[config.mk]
export PLATFORM = sky130hd
export DESIGN_NAME = f15_unpack
export DESIGN_NICKNAME = d
export VERILOG_FILES = /design/src/rtl/f15_unpack.sv
export SDC_FILE = /design/constraint.sdc
export NUM_CORES = 1
export LEC_CHECK = 0
export CAP_MARGIN = 25
export CORE_MARGIN = 4
export CORE_UTILIZATION = 53
export CTS_CLUSTER_SIZE = 40
export DETAILED_ROUTE_END_ITERATION = 8
export GPL_TIMING_DRIVEN = 0
export PLACE_DENSITY_LB_ADDON = 0.2
export SLEW_MARGIN = 40
export SYNTH_ARGS = -nofsm -noshare
export SYNTH_HDL_FRONTEND = slang
export SYNTH_SLANG_ARGS = --single-unit
export TNS_END_PERCENT = 10
[constraint.sdc]
create_clock -name clk -period 5 [get_ports clk]
set_input_delay 1 -clock clk [delete_from_list [all_inputs] [get_ports clk]]
set_output_delay 1 -clock clk [all_outputs]
set_load 0.005 [all_outputs]
[src/rtl/f15_unpack.sv]
// f15_unpack: receive-side unpacker for the fosphor frame stream.
// Tracks histogram/max/avg lines by position, restores byte order and issues
// addressed word writes through a 2-entry skid buffer. Malformed frames set a
// sticky error and drop input until the next end-of-frame marker.
module f15_unpack #(
  parameter int BIN_WIDTH       = 6,
  parameter int LINE_WORDS_LOG2 = 8
) (
  input  logic                                 clk,
  input  logic                                 reset,
  input  logic [31:0]                          i_tdata,
  input  logic                                 i_tlast,
  input  logic                                 i_teob,
  input  logic                                 i_tvalid,
  output logic                                 i_tready,
  output logic [1:0]                           wr_kind,
  output logic [BIN_WIDTH+LINE_WORDS_LOG2-1:0] wr_addr,
  output logic [31:0]                          wr_data,
  output logic                                 wr_valid,
  input  logic                                 wr_ready,
  output logic                                 frame_done,
  output logic [15:0]                          frame_cnt,
  output logic                                 err_len,
  input  logic                                 err_clear
);

  localparam int AW = BIN_WIDTH + LINE_WORDS_LOG2;

  localparam logic [1:0] S_RESYNC = 2'd0;
  localparam logic [1:0] S_HISTO  = 2'd1;
  localparam logic [1:0] S_MAX    = 2'd2;
  localparam logic [1:0] S_AVG    = 2'd3;

  logic [1:0]                 r_state;
  logic [BIN_WIDTH-1:0]       r_row;
  logic [LINE_WORDS_LOG2-1:0] r_col;
  logic                       r_tready;
  logic                       r_err;
  logic                       r_frame_done;
  logic [15:0]                r_frame_cnt;

  logic [1:0]                 r_kind  [2];
  logic [AW-1:0]              r_addr  [2];
  logic [31:0]                r_data  [2];
  logic                       r_final [2];
  logic                       r_rd;
  logic                       r_wr;
  logic [1:0]                 r_cnt;

  logic                       w_accept;
  logic                       w_line_end;
  logic                       w_eob_ok;
  logic                       w_bad;
  logic                       w_push;
  logic                       w_pop;
  logic                       w_err;
  logic [1:0]                 w_cnt_next;
  logic [1:0]                 w_kind;
  logic [AW-1:0]              w_addr;
  logic                       w_final;
  logic [31:0]                w_data;

  // Beat classification: a beat is bad when tlast/teob disagree with position.
  always_comb begin
    w_accept   = i_tvalid & r_tready;
    w_line_end = &r_col;
    w_eob_ok   = (r_state == S_AVG) & w_line_end;
    w_bad      = (r_state != S_RESYNC) &
                 ((i_tlast != w_line_end) | (i_teob != w_eob_ok));
    w_push     = w_accept & (r_state != S_RESYNC) & ~w_bad;
    w_err      = w_accept & w_bad;
    w_pop      = (r_cnt != 2'd0) & wr_ready;
    w_cnt_next = r_cnt + 2'(w_push) - 2'(w_pop);
    w_final    = (r_state == S_AVG) & i_tlast & i_teob;
    w_data     = {i_tdata[7:0], i_tdata[15:8], i_tdata[23:16], i_tdata[31:24]};
    w_kind     = 2'd0;
    w_addr     = {r_row, r_col};
    case (r_state)
      S_MAX: begin
        w_kind = 2'd1;
        w_addr = {{BIN_WIDTH{1'b0}}, r_col};
      end
      S_AVG: begin
        w_kind = 2'd2;
        w_addr = {{BIN_WIDTH{1'b0}}, r_col};
      end
      default: ;
    endcase
  end

  // Frame position tracking; only accepted beats move the FSM.
  always_ff @(posedge clk or posedge reset) begin
    if (reset) begin
      r_state <= S_RESYNC;
      r_row   <= '0;
      r_col   <= '0;
    end else if (w_accept) begin
      if (r_state == S_RESYNC) begin
        if (i_teob) begin
          r_state <= S_HISTO;
          r_row   <= '0;
          r_col   <= '0;
        end
      end else if (w_bad) begin
        // an offending beat carrying teob already marks a frame boundary
        r_state <= i_teob ? S_HISTO : S_RESYNC;
        r_row   <= '0;
        r_col   <= '0;
      end else if (i_tlast) begin
        r_col <= '0;
        case (r_state)
          S_HISTO: begin
            if (&r_row) begin
              r_state <= S_MAX;
              r_row   <= '0;
            end else begin
              r_row <= r_row + 1'b1;
            end
          end
          S_MAX:   r_state <= S_AVG;
          default: begin
            r_state <= S_HISTO;
            r_row   <= '0;
          end
        endcase
      end else begin
        r_col <= r_col + 1'b1;
      end
    end
  end

  // Skid buffer storage; the head entry drives the write port directly.
  always_ff @(posedge clk or posedge reset) begin
    if (reset) begin
      for (int unsigned i = 0; i < 2; i++) begin
        r_kind[i]  <= '0;
        r_addr[i]  <= '0;
        r_data[i]  <= '0;
        r_final[i] <= 1'b0;
      end
      r_rd     <= 1'b0;
      r_wr     <= 1'b0;
      r_cnt    <= '0;
      r_tready <= 1'b0;
    end else begin
      if (w_push) begin
        r_kind[r_wr]  <= w_kind;
        r_addr[r_wr]  <= w_addr;
        r_data[r_wr]  <= w_data;
        r_final[r_wr] <= w_final;
        r_wr          <= ~r_wr;
      end
      if (w_pop) r_rd <= ~r_rd;
      r_cnt    <= w_cnt_next;
      r_tready <= (w_cnt_next != 2'd2);
    end
  end

  // Frame completion pulse and counter on the final avg write handshake.
  always_ff @(posedge clk or posedge reset) begin
    if (reset) begin
      r_frame_done <= 1'b0;
      r_frame_cnt  <= '0;
    end else begin
      r_frame_done <= w_pop & r_final[r_rd];
      if (w_pop & r_final[r_rd]) r_frame_cnt <= r_frame_cnt + 16'd1;
    end
  end

  // Sticky framing error; a new error outranks a same-cycle clear.
  always_ff @(posedge clk or posedge reset) begin
    if (reset)          r_err <= 1'b0;
    else if (w_err)     r_err <= 1'b1;
    else if (err_clear) r_err <= 1'b0;
  end

  assign i_tready   = r_tready;
  assign wr_valid   = (r_cnt != 2'd0);
  assign wr_kind    = r_kind[r_rd];
  assign wr_addr    = r_addr[r_rd];
  assign wr_data    = r_data[r_rd];
  assign frame_done = r_frame_done;
  assign frame_cnt  = r_frame_cnt;
  assign err_len    = r_err;

endmodule

==> impl_metrics.ini <==
[die]
initial_core_util = 0.5491
die_w_um = 117.7
io_pins = 107
die_h_um = 117.7
core.rowCount = 39
core_area_um2 = 11610
die_area_um2 = 13850

[yosys]
syn-cell-area_um2 = 6377
synth_edf_count = 0
synth-main-ff-cell = dfrtp_1
yosysSeqAreaShare = 0.5376
ys_top_cells_by_area = dfrtp_1 54%, mux2_2 23%, mux2_4 4.7%
syn_inst = 471
synth_commonest_cells = 137 x dfrtp_1, 128 x mux2_2, 20 x mux2_4
post-synth-top-area-cell = dfrtp_1
async_reset_ff_frac = 1.000
synth_area_per_cell_um2 = 13.54
synth_top_area_frac = 0.5376
syn-num-nets = 519
synth.most_common_cell = dfrtp_1
synth.yosys.warnings = 0
ys_seq_elements = 137
synth.distinct_cells = 48

[hold_path]
hp-start = frame_cnt[6]
min_path_type = flop to flop

[place]
place_congestion = 0.7816
dp_cells = 719
dpl_cell_area_um2 = 7632
hpwlAfterDp_um = 9214
place_ws_ps = 1488
portBuffers = 104

[power_and_ir_drop]
ir_drop_v = 0.0002558
power_density_nw_per_um2 = 523.2
p_leak_uw = 0.003753

[critical_path]
endpoint_kind = primary output
startpoint = r_rd
crit_arrival_ps = 2950
path_class = flop to primary output
worstPathRequired_ps = 4000
r2r-start = r_col[0]
worstSetupStartpointType = flop
cp_max_fo = 10

[grt]
grt_first_pass_wirelength_um = 22670
antenna_found_initial = 0
grt-ovfl-total = 0
grtUsageTotal = 0.2032
grt_max_degree = 76
first_global_vias = 4492

[final_layout]
n_antenna_cell = 0
fin_util = 0.7116
drive_gt1_frac = 0.3289
synthToLayoutAreaGrowth_pct = 29.59
fin_area_um2 = 8264
fin_nets = 643
final_cells = 751

[route]
vias_per_cell = 5.522
drt_first_pass_iters = 4
post_drt_wl_per_cell_um = 17.92
drt_wl_total_um = 13460
drt_iter0_markers = 262
post-route-drc-count = 0
ant_nets = 0
vias = 4147

[cts]
clock_latency_ps = 420
cts_inserted_buffers = 17
cts_setup_buffers = 0
cts_buffer_depth = 2
hold_buffers = 0
cts_tree = built
clock_sinks = 137
path_clk_slew_ps = 60
cts_resized = 0
cts_max_level = 4
cts-root-buf = clkbuf_16

[sta]
max_slew.worst_pin.slew_ps = 638.9
worst_slack_ps = 1054
hold_viol_final = 0
period_share = 0.7892
max_freq_mhz = 253.4
drv_slew = 0
timing.slew.headroom = 0.5741
rsz0062_at_grt = no
finalSetupViolations = 0
layout_min_cycle_time_ps = 3946
clock_skew_ps = 13.61

[run]
drv_cap = 0

[status]
status = finished clean
worst max-delay path: stages (launching register included):
cell and delay, ps:
dfrtp_1 320, clkbuf_1 260, buf_1 530, buf_1 550, mux2_2 400, clkdlybuf4s50_1 470
area by class of cell:
class / instances / area, um^2
repair buffers: 105 / 1069
plain buffers: 22 / 122.6
multi-input cells: 302 / 2789
flip-flops and latches: 137 / 3428
inverters: 10 / 45.04
fillers: 823 / 3349
clock inverters: 8 / 140.1
well taps: 143 / 178.9
clock buffers: 24 / 491.7
cells in the final DEF, fill, tap and decap left out, drive strengths merged, types with 2 or more instances in the layout:
cell,Yosys,routed
a21oi,3,3
a22o,3,3
nand4,6,6
and2,8,8
clkinv,0,4
clkdlybuf4s50,0,104
ha,9,9
xor2,9,9
dfrtp,137,137
nand3,14,14
and3,7,7
nor2b,2,2
xnor2,16,16
buf,13,14
nor2,21,21
or3,2,2
bufinv,0,4
inv,10,10
o21ai,7,7
o211ai,3,3
mux2,148,148
nor3,5,5
o41ai,2,2
nand2,16,16
clkbuf,9,33
a21o,5,5
path summary, 6_finish.rpt:
path	endpoint	slack, ps	depth (start not counted)
worst max-delay path	wr_data[18]	1050	5
max in group asynchronous	frame_cnt[0]	3290	3
worst max register to register	i_tready	2310	10
min in group asynchronous	r_data[10]	1020	2
worst min register to register	frame_cnt[6]	490	1
worst min-delay path	frame_cnt[6]	490	1
metal layers:
layer / track usage / up-vias / share of wire / routed length, um
met4: 0.05641 / 0 / 0.0068 / 91
met5: 0 / - / 0 / 0
met3: 0.06151 / 8 / 0.042 / 570
met2: 0.3421 / 106 / 0.50 / 6742
met1: 0.2552 / 2109 / 0.45 / 6056
li1: - / 1924 / - / -
state kept, by name, indices dropped and copies added (netlist names):
| signal | count |
|---|---|
| r_rd | 1 |
| r_state | 2 |
| err_len | 1 |
| frame_cnt | 16 |
| i_tready | 1 |
| r_col | 8 |
| r_data | 64 |
| r_row | 6 |
| frame_done | 1 |
| r_final | 2 |
| r_wr | 1 |
| r_kind | 4 |
| r_addr | 28 |
| r_cnt | 2 |
through the flow:
| stage | total power [uW] | setup TNS (ps) | hold slack (ps) |
|---|---|---|---|
| floorplan | 2365 | 0 | 468.4 |
| global placement | 2945 | -188550 | 460.5 |
| detailed placement | 3015 | 0 | 483.0 |
| CTS | 4373 | 0 | 497.4 |
| global route | 4554 | 0 | 515.6 |
| finish | 4324 | 0 | 491.6 |
power breakdown:
group          switching, uW  internal [uW]
clock network            445            885
registers                165           1410
logic                    524            894
cells by family after synthesis:
family	synth area share
AOI/OAI and AO/OA	0.03649
xor gates and xnor gates	0.03433
adders and majority gates	0.01766
buffers and inverters	0.02511
DFF	0.5376
muxes	0.2731
and+or+nand+nor	0.07573
Note: power is estimated with default switching activity, not from simulation.
